$ cat src/rtl/mem_dump_reader.sv
// Streams a contiguous RAM region out as a valid/ready byte stream after a CPU run.
// Owns the RAM port while busy and throttles reads so the small output FIFO can never overflow.
module mem_dump_reader #(
    parameter int ADDR_W     = 16,
    parameter int LEN_W      = 16,
    parameter int FIFO_DEPTH = 4,
    parameter int RD_LAT     = 1
) (
    input  logic              clk,
    input  logic              rst,
    input  logic              start,
    input  logic [ADDR_W-1:0] base_addr,
    input  logic [LEN_W-1:0]  length,
    output logic              busy,
    output logic              done,
    output logic              bus_own,
    output logic [ADDR_W-1:0] mem_addr,
    output logic              mem_read_en,
    input  logic [7:0]        mem_data_in,
    output logic [7:0]        out_data,
    output logic              out_valid,
    input  logic              out_ready,
    output logic              out_last
);

    localparam int PTR_W = (FIFO_DEPTH > 1) ? $clog2(FIFO_DEPTH) : 1;
    localparam int CNT_W = PTR_W + 1;

    typedef enum logic [1:0] {
        S_IDLE,
        S_ISSUE,
        S_DRAIN,
        S_FIN
    } state_t;

    state_t            r_state;
    state_t            w_next;
    logic [ADDR_W-1:0] r_addr;
    logic [LEN_W-1:0]  r_len;
    logic [LEN_W-1:0]  r_issued;
    logic [LEN_W-1:0]  r_sent;
    logic [RD_LAT-1:0] r_strb;
    logic [7:0]        r_fifo [FIFO_DEPTH];
    logic [PTR_W-1:0]  r_wr_ptr;
    logic [PTR_W-1:0]  r_rd_ptr;
    logic [CNT_W-1:0]  r_count;
    logic [CNT_W-1:0]  r_inflight;

    logic              w_accept;
    logic              w_rd_en;
    logic              w_capture;
    logic              w_pop;
    logic              w_last_issue;
    logic              w_last_byte;
    logic [CNT_W:0]    w_occ;

    assign w_accept     = (r_state == S_IDLE) && start;
    assign w_capture    = r_strb[RD_LAT-1];
    assign w_pop        = out_valid && out_ready;
    // Reads still in the RAM pipe already own a FIFO slot, so they count against capacity.
    assign w_occ        = {1'b0, r_count} + {1'b0, r_inflight};
    assign w_rd_en      = (r_state == S_ISSUE) && (r_issued < r_len) &&
                          (w_occ < (CNT_W+1)'(FIFO_DEPTH));
    assign w_last_issue = (r_issued == r_len - LEN_W'(1));
    assign w_last_byte  = (r_sent == r_len - LEN_W'(1));

    assign busy        = (r_state != S_IDLE);
    assign bus_own     = busy;
    assign done        = (r_state == S_FIN);
    assign mem_addr    = r_addr;
    assign mem_read_en = w_rd_en;
    assign out_valid   = (r_count != '0);
    assign out_data    = out_valid ? r_fifo[r_rd_ptr] : 8'h00;
    assign out_last    = out_valid && w_last_byte;

    always_ff @(posedge clk or posedge rst) begin
        if (rst) begin
            r_state <= S_IDLE;
        end else begin
            r_state <= w_next;
        end
    end

    always_comb begin
        w_next = r_state;
        case (r_state)
            S_IDLE:  if (start) w_next = (length == '0) ? S_FIN : S_ISSUE;
            S_ISSUE: if (w_rd_en && w_last_issue) w_next = S_DRAIN;
            S_DRAIN: if (w_pop && w_last_byte) w_next = S_FIN;
            S_FIN:   w_next = S_IDLE;
            default: w_next = S_IDLE;
        endcase
    end

    always_ff @(posedge clk or posedge rst) begin
        if (rst) begin
            r_addr   <= '0;
            r_len    <= '0;
            r_issued <= '0;
            r_sent   <= '0;
        end else if (w_accept) begin
            r_addr   <= base_addr;
            r_len    <= length;
            r_issued <= '0;
            r_sent   <= '0;
        end else begin
            if (w_rd_en) begin
                r_addr   <= r_addr + ADDR_W'(1);
                r_issued <= r_issued + LEN_W'(1);
            end
            if (w_pop) begin
                r_sent <= r_sent + LEN_W'(1);
            end
        end
    end

    // Strobe delay line marks the cycle each requested byte appears on mem_data_in.
    always_ff @(posedge clk or posedge rst) begin
        if (rst) begin
            r_strb     <= '0;
            r_inflight <= '0;
            r_count    <= '0;
            r_wr_ptr   <= '0;
            r_rd_ptr   <= '0;
        end else begin
            r_strb     <= (r_strb << 1) | RD_LAT'(w_rd_en);
            r_inflight <= r_inflight + CNT_W'(w_rd_en) - CNT_W'(w_capture);
            r_count    <= r_count + CNT_W'(w_capture) - CNT_W'(w_pop);
            if (w_capture) r_wr_ptr <= r_wr_ptr + PTR_W'(1);
            if (w_pop)     r_rd_ptr <= r_rd_ptr + PTR_W'(1);
        end
    end

    always_ff @(posedge clk) begin
        if (w_capture) begin
            r_fifo[r_wr_ptr] <= mem_data_in;
        end
    end

endmodule
$ cat config.mk
export PLATFORM = sky130hd
export DESIGN_NAME = mem_dump_reader
export DESIGN_NICKNAME = d
export VERILOG_FILES = /design/src/rtl/mem_dump_reader.sv
export SDC_FILE = /design/constraint.sdc
export NUM_CORES = 1
export LEC_CHECK = 0
export CAP_MARGIN = 40
export CORE_AREA = 2 2 106 108
export CTS_CLUSTER_SIZE = 30
export DETAILED_ROUTE_END_ITERATION = 7
export DIE_AREA = 0 0 108 110
export GPL_ROUTABILITY_DRIVEN = 0
export PLACE_DENSITY = 0.86
export SYNTH_ARGS = -nofsm -noshare
export SYNTH_HDL_FRONTEND = slang
export SYNTH_SLANG_ARGS = --single-unit
$ cat constraint.sdc
create_clock -name clk -period 7.41 [get_ports clk]
set_input_delay 1.482 -clock clk [delete_from_list [all_inputs] [get_ports clk]]
set_output_delay 1.482 -clock clk [all_outputs]
set_load 0.03 [all_outputs]
==> impl_summary.md, run 1 <==
Status
The flow ran to the end, and the final reports show no timing, DRC or antenna violations.

Power
The switching share of power is 0.447. The worst-case IR drop observed on VDD is 0.190 mV. The share of total power in combinational logic is 0.483.

For this design the static power due to leakage is 2.92 nW. The cell-internal power is 1.51 mW. The power per cell area is 372 mW/mm^2.

Of the total power, registers draw 0.382. The final total power is 2.74 mW. For this design the total switching power over the nets is 1.22 mW. The share of total power dissipated in the clock network is 0.136.

Logic synthesis
The net count after synthesis is 698. The count of unique library cells instantiated by Yosys is 62. The count of yosys warnings during synthesis is 0. The share of the yosys chip area belonging to registers is 0.454. The cell area that synthesis handed to floorplanning was 0.00636 sq mm. The mean cell area of the mapped netlist is 10.3 sq um. The number of flops mapped to enable cells by yosys is 32. Synthesis produced 617 cells. The synthesized flop and latch total is 109.

The dominant register cell in the synthesized netlist is sky130_fd_sc_hd__dfrtp_1. In the synthesized netlist the async set-or-reset flop fraction comes to 0.706.

STA
Setup violations remaining at the end of the flow were counted as 0. The max-slew violation total from the final report is 0. The maximum clock frequency is 188 MHz. The setup TNS is 0 ns. The worst clock skew on the final layout is 0.0116 ns.

At the pin with the least slew margin, the transition time is 0.754 ns. The relative slew slack is 0.496. The number of hold-slack violations in the final timing report is 0. After layout, the minimum clock period comes to 5.32 ns.

The final worst-path cycle share is 0.718. Hold timing on the final database bottoms out at a slack of 0.486 ns. Setup repair after global routing left no endpoint under its margin. The setup slack after layout is 2.09 ns.

Global routing
The total track usage is 0.257. The initial antenna violation count is 0. The maximum number of pins on one net before global-route repair is 51. The number of global-route vias before repair was 4,927. Summed over all layers, the global routing overflow is 0. The global-route wire length before repair is 23,500 microns.

Placement
Summed over all nets, the half-perimeter wirelength after detailed placement is 10,900 microns. Buffers placed on the I/O ports in this run total 73. The worst setup slack after placement is 2.58 ns. The number of placed instances, taps included, is 801. In this run the cell area measured after placement is 0.00715 sq mm.

Floorplanning
The floorplan has 38 rows. In this run the count of I/O pins placed on the die edge is 74. The starting density of the core is 0.594. The placeable core area is 0.0107 sq mm.

The die covers 0.0119 sq mm. In this run the vertical extent of the chip is 110 microns. The die is 108 microns wide.

Setup path
Walking the worst path, the cells encountered are or4_4 -> nor4_2 -> xnor3_1 -> nand2_1 -> nor4_1 -> nand3_1 -> nor2b_1 -> clkdlybuf4s50_1. The logic depth of the worst register-to-register path is 12. The critical path capture point type is a primary output.

At the worst endpoint, the required time is 5.93 ns. The start-to-end type of the worst setup path is flop to primary output. Grouping stages by cell kind, the critical path spends the most delay in simple AND/OR/NAND/NOR gates. The slack of the worst reg-to-reg path is 3.90 ns.

The startpoint of the worst-slack reg-to-reg timing path is r_len[3]. The slowest library cell on the worst path is sky130_fd_sc_hd__or4_4. The critical path buffer and inverter count is 1. The critical path arrival is 3.84 ns. The endpoint of the lowest-slack register-to-register path is r_inflight[2].

The type of element launching the critical path is a flop. The maximum net fanout on the critical path is 11. The delay of the slowest cell on the worst path is 0.69 ns.

Route
The first TritonRoute pass finished after 5 iterations. After detailed routing, the number of vias per cell comes to 5.98. The via count is 4,884.

The number of violations reported at the end of detailed-routing iteration 0 is 305. The final routed wire length divided by cell count is 18.0 microns. The routed design has 14,700 microns of wire. The detail route stage leaves a number of antenna-violating nets equal to 0.

The number of design rule violations left after detail routing is 0.

CTS
The tree built by TritonCTS fans out to 109 sinks. The root buffer cell chosen for the clock tree is sky130_fd_sc_hd__clkbuf_8. In this run the deepest clock path goes through 2 buffers. The cts-stage hold buffer count is 0. The number of gates resized after CTS was 0. TritonCTS built the clock tree. The TritonCTS buffer count is 9. CTS built an H-tree with a depth of 3. The register clock-pin slew on the reported worst setup and hold paths is 0.11 ns. The number of buffers inserted by post-CTS setup repair is 0. The later pin in the worst-skew pair is clocked with a latency of 0.40 ns.

Worst hold path
The launch point of the worst hold path is r_inflight[2]. Counting instances, the worst hold path has a depth of 1. The worst-case hold path end point is r_inflight[2]. The worst min-delay path class is flop to flop.

Run
The total of max-cap violations is 0.

Final layout
Fill cells in the final layout number 801. The repair_antennas step left the layout with diodes totalling 0. The count of cells in the finished layout, fillers not included, comes to 817.

The final design utilization is 0.688. The area taken by flip-flops and latches is 0.00289 sq mm. In the final layout, the share of cells above drive strength 1 is 0.0606. For this run, the post-layout net count is 753.

With fillers left out, the area of the finished cells amounts to 0.00736 sq mm. The signed area change from the synthesized netlist to the final layout is 15.7%. In the final layout, the multi-input gates occupy 0.00318 sq mm.
## layer usage
layer | share of wire | track usage | routed length [microns] | vias to the layer above
met5 | 0 | 0 | 0 | -
met4 | 0.032 | 0.134 | 474 | 0
met3 | 0.056 | 0.0353 | 829 | 41
met2 | 0.50 | 0.434 | 7360 | 198
met1 | 0.41 | 0.325 | 6040 | 2357
li1 | - | - | - | 2288
## synth_stat cells, types with 7 or more instances
library cell               instances  share of area
sky130_fd_sc_hd__clkbuf_1         24          0.014
sky130_fd_sc_hd__mux4_2            8          0.028
sky130_fd_sc_hd__ha_1             35          0.069
sky130_fd_sc_hd__and3_1           12          0.012
sky130_fd_sc_hd__nand4_1          28          0.028
sky130_fd_sc_hd__nor4_1           10         0.0098
sky130_fd_sc_hd__or4_1             7         0.0083
sky130_fd_sc_hd__or3_1             8         0.0079
sky130_fd_sc_hd__o21ai_0          29          0.023
sky130_fd_sc_hd__nor3_1            7         0.0055
sky130_fd_sc_hd__xnor2_1          41          0.056
sky130_fd_sc_hd__nor2_1           46          0.027
sky130_fd_sc_hd__dfrtp_1          77           0.30
sky130_fd_sc_hd__inv_1            36          0.021
sky130_fd_sc_hd__nand2_1          50          0.030
sky130_fd_sc_hd__edfxtp_1         32           0.15
sky130_fd_sc_hd__a21oi_1          34          0.027
sky130_fd_sc_hd__nand3_1          10         0.0079
sky130_fd_sc_hd__and2_1           15          0.015
sky130_fd_sc_hd__xor2_1           42          0.058
## power by group through the flow
stage / registers [mW] / clock network, mW / logic, mW
2_1_floorplan: 1.01 / 0 / 0.945
3_3_place_gp: 1.04 / 0 / 1.25
3_5_place_dp: 1.05 / 0 / 1.30
4_1_cts: 1.04 / 0.378 / 1.32
5_1_grt: 1.07 / 0.400 / 1.44
6_report: 1.05 / 0.371 / 1.32
## worst register-to-register path, stage by stage (launching register included)
cell                       delay (ns)
sky130_fd_sc_hd__dfrtp_1         0.57
sky130_fd_sc_hd__inv_1           0.18
sky130_fd_sc_hd__ha_1            0.35
sky130_fd_sc_hd__a21oi_1         0.16
sky130_fd_sc_hd__a211oi_1        0.10
sky130_fd_sc_hd__o31a_1          0.34
sky130_fd_sc_hd__a311oi_4        0.32
sky130_fd_sc_hd__buf_4           0.43
sky130_fd_sc_hd__ha_1            0.21
sky130_fd_sc_hd__inv_1           0.05
sky130_fd_sc_hd__fa_1            0.38
sky130_fd_sc_hd__xnor2_1         0.21
sky130_fd_sc_hd__xnor2_1         0.14
## how the worst max path moves through the flow
stage | start | end | slack [ns] | depth (start not counted)
finish | r_len[3] | out_last | 2.09 | 8
global route | r_len[0] | out_last | 1.94 | 10
CTS | r_len[3] | out_last | 2.13 | 8
detailed placement | r_len[3] | out_last | 2.58 | 8
global placement | r_len[9] | out_last | 2.70 | 8
floorplan | r_len[11] | out_last | 3.22 | 7
## placed cells by master (no fill, tap or decap), types with 7 or more instances in the layout
cell type	count
sky130_fd_sc_hd__dfrtp_1	77
sky130_fd_sc_hd__clkdlybuf4s50_1	73
sky130_fd_sc_hd__nand2_1	50
sky130_fd_sc_hd__nor2_1	46
sky130_fd_sc_hd__xor2_1	42
sky130_fd_sc_hd__xnor2_1	41
sky130_fd_sc_hd__inv_1	35
sky130_fd_sc_hd__ha_1	35
sky130_fd_sc_hd__a21oi_1	34
sky130_fd_sc_hd__edfxtp_1	32
sky130_fd_sc_hd__o21ai_0	29
sky130_fd_sc_hd__nand4_1	28
sky130_fd_sc_hd__and2_1	14
sky130_fd_sc_hd__and3_1	12
sky130_fd_sc_hd__nand3_1	10
sky130_fd_sc_hd__nor4_1	10
sky130_fd_sc_hd__clkbuf_8	9
sky130_fd_sc_hd__or3_1	8
sky130_fd_sc_hd__mux4_2	8
sky130_fd_sc_hd__or4_1	7
sky130_fd_sc_hd__nor3_1	7
## final cells by class
cell class | count | area share
flip-flops and latches | 109 | 0.393
repair buffers | 77 | 0.105
inverters | 37 | 0.0189
well taps | 140 | 0.0238
clock inverters | 7 | 0.0107
clock buffers | 9 | 0.0168
multi-input cells | 438 | 0.432
## logic make-up (layout without fill, tap and decap cells)
group                    Yosys count  after routing  share of synthesized area
AND/OR/NAND/NOR                  218            218                      0.186
flip-flops                       109            109                      0.454
AO/OA/AOI/OAI                     88             88                     0.0874
XOR/XNOR                          84             84                      0.118
buffers and inverters             70            130                     0.0460
adder cells (fa/ha/maj)           37             37                     0.0752
multiplexers                      11             11                     0.0331
## flip-flops by register name, summed over array words and instances (netlist names)
name and count:
mem_addr 16, r_count 3, r_fifo 32, r_inflight 3, r_issued 16, r_len 16
r_rd_ptr 2, r_sent 16, r_state 2, r_strb 1, r_wr_ptr 2
No activity file was read; power rests on OpenSTA's default activity.
==> inputs of run 2 (changes only) <==
--- a/config.mk
+++ b/config.mk
@@ -6,12 +6,12 @@
 export NUM_CORES = 1
 export LEC_CHECK = 0
 export CAP_MARGIN = 40
-export CORE_AREA = 2 2 106 108
+export CORE_AREA = 2 2 115 117
 export CTS_CLUSTER_SIZE = 30
 export DETAILED_ROUTE_END_ITERATION = 7
-export DIE_AREA = 0 0 108 110
+export DIE_AREA = 0 0 117 119
 export GPL_ROUTABILITY_DRIVEN = 0
-export PLACE_DENSITY = 0.86
+export PLACE_DENSITY = 0.78
 export SYNTH_ARGS = -nofsm -noshare
 export SYNTH_HDL_FRONTEND = slang
 export SYNTH_SLANG_ARGS = --single-unit
==> constraint.sdc (replaced) <==
create_clock -name clk -period 4.82 [get_ports clk]
set_input_delay 0.964 -clock clk [delete_from_list [all_inputs] [get_ports clk]]
set_output_delay 0.964 -clock clk [all_outputs]
set_load 0.03 [all_outputs]
==> run 2 against run 1 <==
Wire length is 0.24% lower. Sequential share of layout area fell by 0.82 points. Design area up 2.1%. Clock skew decreased by 0.0036 ns. Power rose by 61%. Largest cell class unchanged. Largest power group unchanged. Cell count rose by 4.4%. Core utilization decreased by 10 points.
==> impl_summary.md, run 2 (synthesis results as in run 1) <==
Status
The run finished with clean final reports.

STA
The max-slew violation total from the final report is 0. In the final timing run, aggregate negative setup slack is 0 ns. The final worst-path cycle share is 0.890.

The final count of negative-setup-slack endpoints is 0. For the pin with the worst max-slew slack, the measured transition is 0.872 ns. The number of hold-slack violations in the final timing report is 0. Measured against its own limit, the worst slew margin works out to 0.419. The final critical-path required period is 4.29 ns.

Clock skew on the completed layout was measured at 0.00807 ns. Setup repair after global routing left no endpoint under its margin. The maximum clock frequency is 233 MHz.

The worst-case hold slack is 0.483 ns.

Route
The count of antenna-violating nets left after detailed routing is 0. The number of violations reported at the end of detailed-routing iteration 0 is 372. The first detailed-routing pass took 5 iterations. In the routed design, unresolved DRC markers number 0. The per-cell via count in the routed design is 5.70. For this block, the routed nets add up to 14,700 microns of wire. The via count is 4,861. The final routed wire length divided by cell count is 17.2 microns.

Final layout
The area occupied by multi-input gates is 0.00319 sq mm. The final net count is 753. Excluding fillers, the count of instances in the completed layout stands at 853. The register with the highest flop count is r_fifo. Relative to the synthesized area, the layout overhead comes to 18.2%. The top cell types in the final layout, fill and taps aside, are sky130_fd_sc_hd__dfrtp_1, sky130_fd_sc_hd__clkdlybuf4s50_1, sky130_fd_sc_hd__nand2_1, sky130_fd_sc_hd__nor2_1, sky130_fd_sc_hd__xor2_1. The most common cell after layout, fill and taps aside is sky130_fd_sc_hd__dfrtp_1. The area taken by flip-flops and latches is 0.00289 sq mm. The share of cells above drive strength 1 is 0.0635.

The filler cells instantiated in the layout total 1,071. 0 antenna diodes ended up in the layout. The flip-flop count of the largest register, all copies and words added is 32. The final design utilization is 0.584.

CTS
The TritonCTS buffer count is 9. CTS saw 109 sinks. The H-tree level count is 3. Clock-pin slew was measured on the worst setup and hold paths at 0.08 ns.

The clock latency of the later-clocked register in the worst-skew pair is 0.37 ns. The CTS tree is built. In this run the clock root is driven by a sky130_fd_sc_hd__clkbuf_16. The clock tree buffer depth is 2.

Setup path
The critical path arrival is 3.32 ns. The type of element launching the critical path is a flop. The family with the most delay on the worst path is simple AND/OR/NAND/NOR gates. The cell that appears most often on the critical path is sky130_fd_sc_hd__or3_1. The worst setup path is captured at a primary output. The critical path goes through or4_1 -> or3_1 -> or3_1 -> xnor2_1 -> nor4_1 -> nand3_1 -> nor2b_1 -> dlymetal6s2s_1. In this run the worst path has a maximum fanout of 4. The required arrival time at the worst endpoint is 3.86 ns. The critical path buffer and inverter count is 1. The critical path is of the flop to primary output type.

The delay of the slowest cell on the worst path is 0.58 ns. The largest individual stage delay along the critical path comes from the cell sky130_fd_sc_hd__or4_1.

Global routing
The maximum number of pins on one net before global-route repair is 49. The total track usage is 0.228. For this run the aggregate overflow at the end of global routing stands at 0.

The initial antenna violation count is 0. The number of global-route vias before repair is 4,868. The global-route wire length before repair is 24,600 microns.

Worst hold path
The worst min-delay path class is flop to flop.

Run
The total of max-cap violations is 0.

Placement
The sum of net half-perimeters after detailed placement is 10,800 microns. The number of placed instances with taps included is 837. Input and output buffers added on the ports amount to 73.

Power
The static power due to leakage is 2.98 nW. The maximum vdd drop is 0.270 mV. The power per cell area is 586 mW/mm^2.

Floorplanning
The placeable core area is 0.0129 sq mm. Pin placement for this block handled 74 I/O pins. From bottom edge to top edge, the die measures 119 microns. The die covers 0.0139 sq mm. For this configuration, the core starts out at a cell density of 0.494.

After floorplanning, the core was divided into 42 placement rows. The horizontal die dimension is 117 microns.
==> run 2: area by class of cell <==
| cell class | count | area share |
|---|---|---|
| clock buffers | 9 | 0.0300 |
| clock inverters | 7 | 0.0115 |
| inverters | 37 | 0.0185 |
| multi-input cells | 438 | 0.425 |
| flip-flops and latches | 109 | 0.384 |
| well taps | 176 | 0.0293 |
| repair buffers | 77 | 0.102 |
==> run 2: path summary, 6_finish.rpt <==
check | startpoint | to | slack [ns] | depth (start not counted)
max | r_len[11] | out_last | 0.53 | 8
min in group asynchronous | rst | mem_addr[15] | 1.05 | 2
min | r_inflight[2] | r_inflight[2] | 0.48 | 1
min reg2reg | r_inflight[2] | r_inflight[2] | 0.48 | 1
max in group asynchronous | rst | r_len[1] | 2.97 | 3
max reg2reg | r_len[3] | r_inflight[2] | 1.36 | 12
==> run 2: power breakdown <==
group          switching [mW]  total [mW]  internal (mW)
registers               0.406        1.61           1.20
clock network           0.386       0.762          0.376
logic                    1.11        2.03          0.916
==> run 2: what timing repair did <==
action / in CTS / in global routing
endpoints found under the setup margin: 0 / 1
setup buffers: 0 / 0
hold buffers: 0 / 0
gates resized for setup: 0 / 3
==> run 2: metrics by stage <==
stage | power (mW) | setup slack, ns | instance area (sq um)
2_1_floorplan | 3.01 | 1.14 | 6360
3_3_place_gp | 3.53 | 0.598 | 7190
3_5_place_dp | 3.62 | 0.499 | 7190
4_1_cts | 4.41 | 0.0838 | 7500
5_1_grt | 4.72 | 0.347 | 7510
6_report | 4.40 | 0.532 | 7510
==> run 2: metal layers <==
layer | vias to the layer above | track usage | wire length (microns)
met2 | 148 | 0.368 | 7340
met5 | - | 0 | 0
li1 | 2287 | - | -
met1 | 2394 | 0.302 | 6170
met3 | 32 | 0.0361 | 729
met4 | 0 | 0.0985 | 424
==> inputs of run 3 (changes only) <==
--- a/config.mk
+++ b/config.mk
@@ -6,12 +6,13 @@
 export NUM_CORES = 1
 export LEC_CHECK = 0
 export CAP_MARGIN = 40
-export CORE_AREA = 2 2 115 117
+export CORE_AREA = 2 2 109 111
 export CTS_CLUSTER_SIZE = 30
 export DETAILED_ROUTE_END_ITERATION = 7
-export DIE_AREA = 0 0 117 119
+export DIE_AREA = 0 0 111 113
 export GPL_ROUTABILITY_DRIVEN = 0
-export PLACE_DENSITY = 0.78
+export PLACE_DENSITY = 0.82
+export SKIP_CTS_REPAIR_TIMING = 1
 export SYNTH_ARGS = -nofsm -noshare
 export SYNTH_HDL_FRONTEND = slang
 export SYNTH_SLANG_ARGS = --single-unit
==> constraint.sdc (replaced) <==
create_clock -name clk -period 4.8 [get_ports clk]
set_input_delay 0.96 -clock clk [delete_from_list [all_inputs] [get_ports clk]]
set_output_delay 0.96 -clock clk [all_outputs]
set_load 0.03 [all_outputs]
==> run 3 against run 2 <==
Setup slack worse by 0.025 ns. Highest routed layer unchanged. Largest cell class unchanged. Register-to-register slack got worse by 0.08 ns. Critical path type unchanged. Design area down 0.40%.
==> impl_summary.md, run 3 (synthesis results as in run 1) <==
Setup path
The endpoint identified for the worst register-to-register timing path is r_inflight[2]. The critical path is of the flop to primary output type. The worst setup path is captured at a primary output. The slack of the worst reg-to-reg path is 1.28 ns.

The worst setup path is launched from a flop. The critical path arrival is 3.33 ns. The startpoint of the worst-slack reg-to-reg timing path is r_len[3]. The required arrival time at the worst endpoint is 3.84 ns.

The logic depth of the worst register-to-register path is 12. The critical path startpoint is r_len[3]. The maximum net fanout on the critical path is 11.

Global routing
The total overflow left after global routing is 0. The number of global-route vias before repair came to 4,915. The global-route wire length before repair is 24,500 microns. Entering global routing, the biggest net connects 56 pins. The initial antenna violation count came to 0. In the global route stage, overall resource usage came out at 0.245.

CTS
The TritonCTS buffer count is 9. The tree is rooted in a sky130_fd_sc_hd__clkbuf_16. The CTS tree is built. The clock passes through at most 2 buffers.

The register clock-pin slew on the reported worst setup and hold paths is 0.08 ns. The H-tree level count is 3. The tree built by TritonCTS fans out to 109 sinks. For the worst-skew pair, the clock arrives at the later sink with an insertion delay of 0.36 ns.

Final layout
The signed area change from the synthesized netlist to the final layout is 17.7%. The filler cell count is 862. The top cell types in the final layout, fill and taps aside, are sky130_fd_sc_hd__dfrtp_1, sky130_fd_sc_hd__clkdlybuf4s50_1, sky130_fd_sc_hd__nand2_1, sky130_fd_sc_hd__nor2_1, sky130_fd_sc_hd__xor2_1. 0 antenna diodes ended up in the layout. The library cell used most frequently in the layout, excluding fill and tap cells, is sky130_fd_sc_hd__dfrtp_1. Of the cells placed in the final design, the portion with a size suffix greater than 1 is 0.0634. The register with the most flip-flops in the layout has 32 of them. The final net count is 754. r_fifo holds more flip-flops than any other register.

STA
The final count of negative-setup-slack endpoints is 0. At the pin with the least slew margin, the transition time is 0.728 ns. Measured against its own limit, the worst slew margin works out to 0.514. Setup total negative slack on the finished layout was measured at 0 ns. The setup slack after layout is 0.507 ns. Of the available clock period, the critical path in the final layout requires 0.894.

Setup repair after global routing left no endpoint under its margin. The max-slew violation total from the final report is 0. The number of hold-slack violations in the final timing report is 0.

For this run, the top clock speed supported by timing is 233 MHz. The final critical-path required period is 4.29 ns. The worst clock skew on the final layout is 0.00969 ns.

Power
Power spread over the standard cell area amounts to 590 mW/mm^2. For this design the static power due to leakage is 2.99 nW. VDD sags by at most 0.337 mV.

Worst hold path
Counting instances, the worst hold path has a depth of 1. The worst min-delay path class is flop to flop. The worst-case hold path end point is r_inflight[2]. The launch point of the worst hold path is r_inflight[2].

Route
The final wirelength is 14,800 microns. In the routed design, unresolved DRC markers number 0. Before antenna repair, the detailed router went through 5 iterations.

The per-cell via count in the routed design is 5.91. The number of violations reported at the end of detailed-routing iteration 0 is 365. Summing over every cut layer, the via total after detailed routing is 4,849. Dividing the detail-routed wire length by the instance count gives 18.1 microns. The count of antenna-violating nets left after detailed routing is 0.

Floorplanning
The die is 113 microns tall. The placeable core area is 0.0113 sq mm. The floorplan step defined a die boundary enclosing 0.0125 sq mm. The die is 111 microns wide. In this run the core area contains 39 standard-cell rows.

The I/O pin count is 74. For this configuration, the core starts out at a cell density of 0.564.

Placement
Before CTS, the worst setup slack after placement is 0.552 ns. Port buffering added 73 buffers. Detailed placement finished with a half-perimeter wire length of 10,900 microns.

Status
The run finished with clean final reports.

Run
Across the run, the number of max-cap violations was 0.
## run 3: cell type report
cell class              count  area [sq um]  share of cell area
clock buffers               9           225              0.0301
repair buffers             78           796               0.106
multi-input cells         438          3190               0.426
well taps                 143           179              0.0239
clock inverters             7          71.3             0.00953
inverters                  37           139              0.0186
flip-flops and latches    109          2890               0.386
## run 3: worst max-delay path by stage
stage	end	cells after the start
after detailed placement	out_last	8
after CTS	out_last	8
after global placement	out_last	8
after global routing	out_last	8
final	out_last	8
after floorplan	out_last	7
## run 3: through the flow
stage	area [sq um]	total power, mW	hold slack (ns)	instances	util
4_1_cts	7470	4.42	0.486	821	0.663
2_1_floorplan	6360	3.02	0.449	617	-
3_3_place_gp	7140	3.55	0.468	803	0.633
3_5_place_dp	7180	3.64	0.476	805	0.637
5_1_grt	7480	4.71	0.500	821	0.664
6_report	7480	4.41	0.480	821	0.664
## run 3: metal layers
layer	vias to the layer above	routed length, microns	share of wire	track usage
met5	-	0	0	0
met4	0	386	0.026	0.108
met3	35	580	0.039	0.0402
met2	124	7600	0.51	0.428
met1	2402	6290	0.42	0.303
li1	2288	-	-	-
## run 3: where the power goes
part / internal (mW) / switching, mW
logic: 0.926 / 1.12
registers: 1.21 / 0.409
clock network: 0.371 / 0.378
total: 2.50 / 1.91
## run 3: worst max-delay path: stages, from the launching register on
cell and delay (ns):
sky130_fd_sc_hd__dfrtp_1 0.53, sky130_fd_sc_hd__or4_4 0.69, sky130_fd_sc_hd__nor4_2 0.40, sky130_fd_sc_hd__xnor3_1 0.20, sky130_fd_sc_hd__nand2_1 0.08, sky130_fd_sc_hd__nor4_1 0.36
sky130_fd_sc_hd__nand3_1 0.20, sky130_fd_sc_hd__nor2b_1 0.19, sky130_fd_sc_hd__dlymetal6s2s_1 0.31
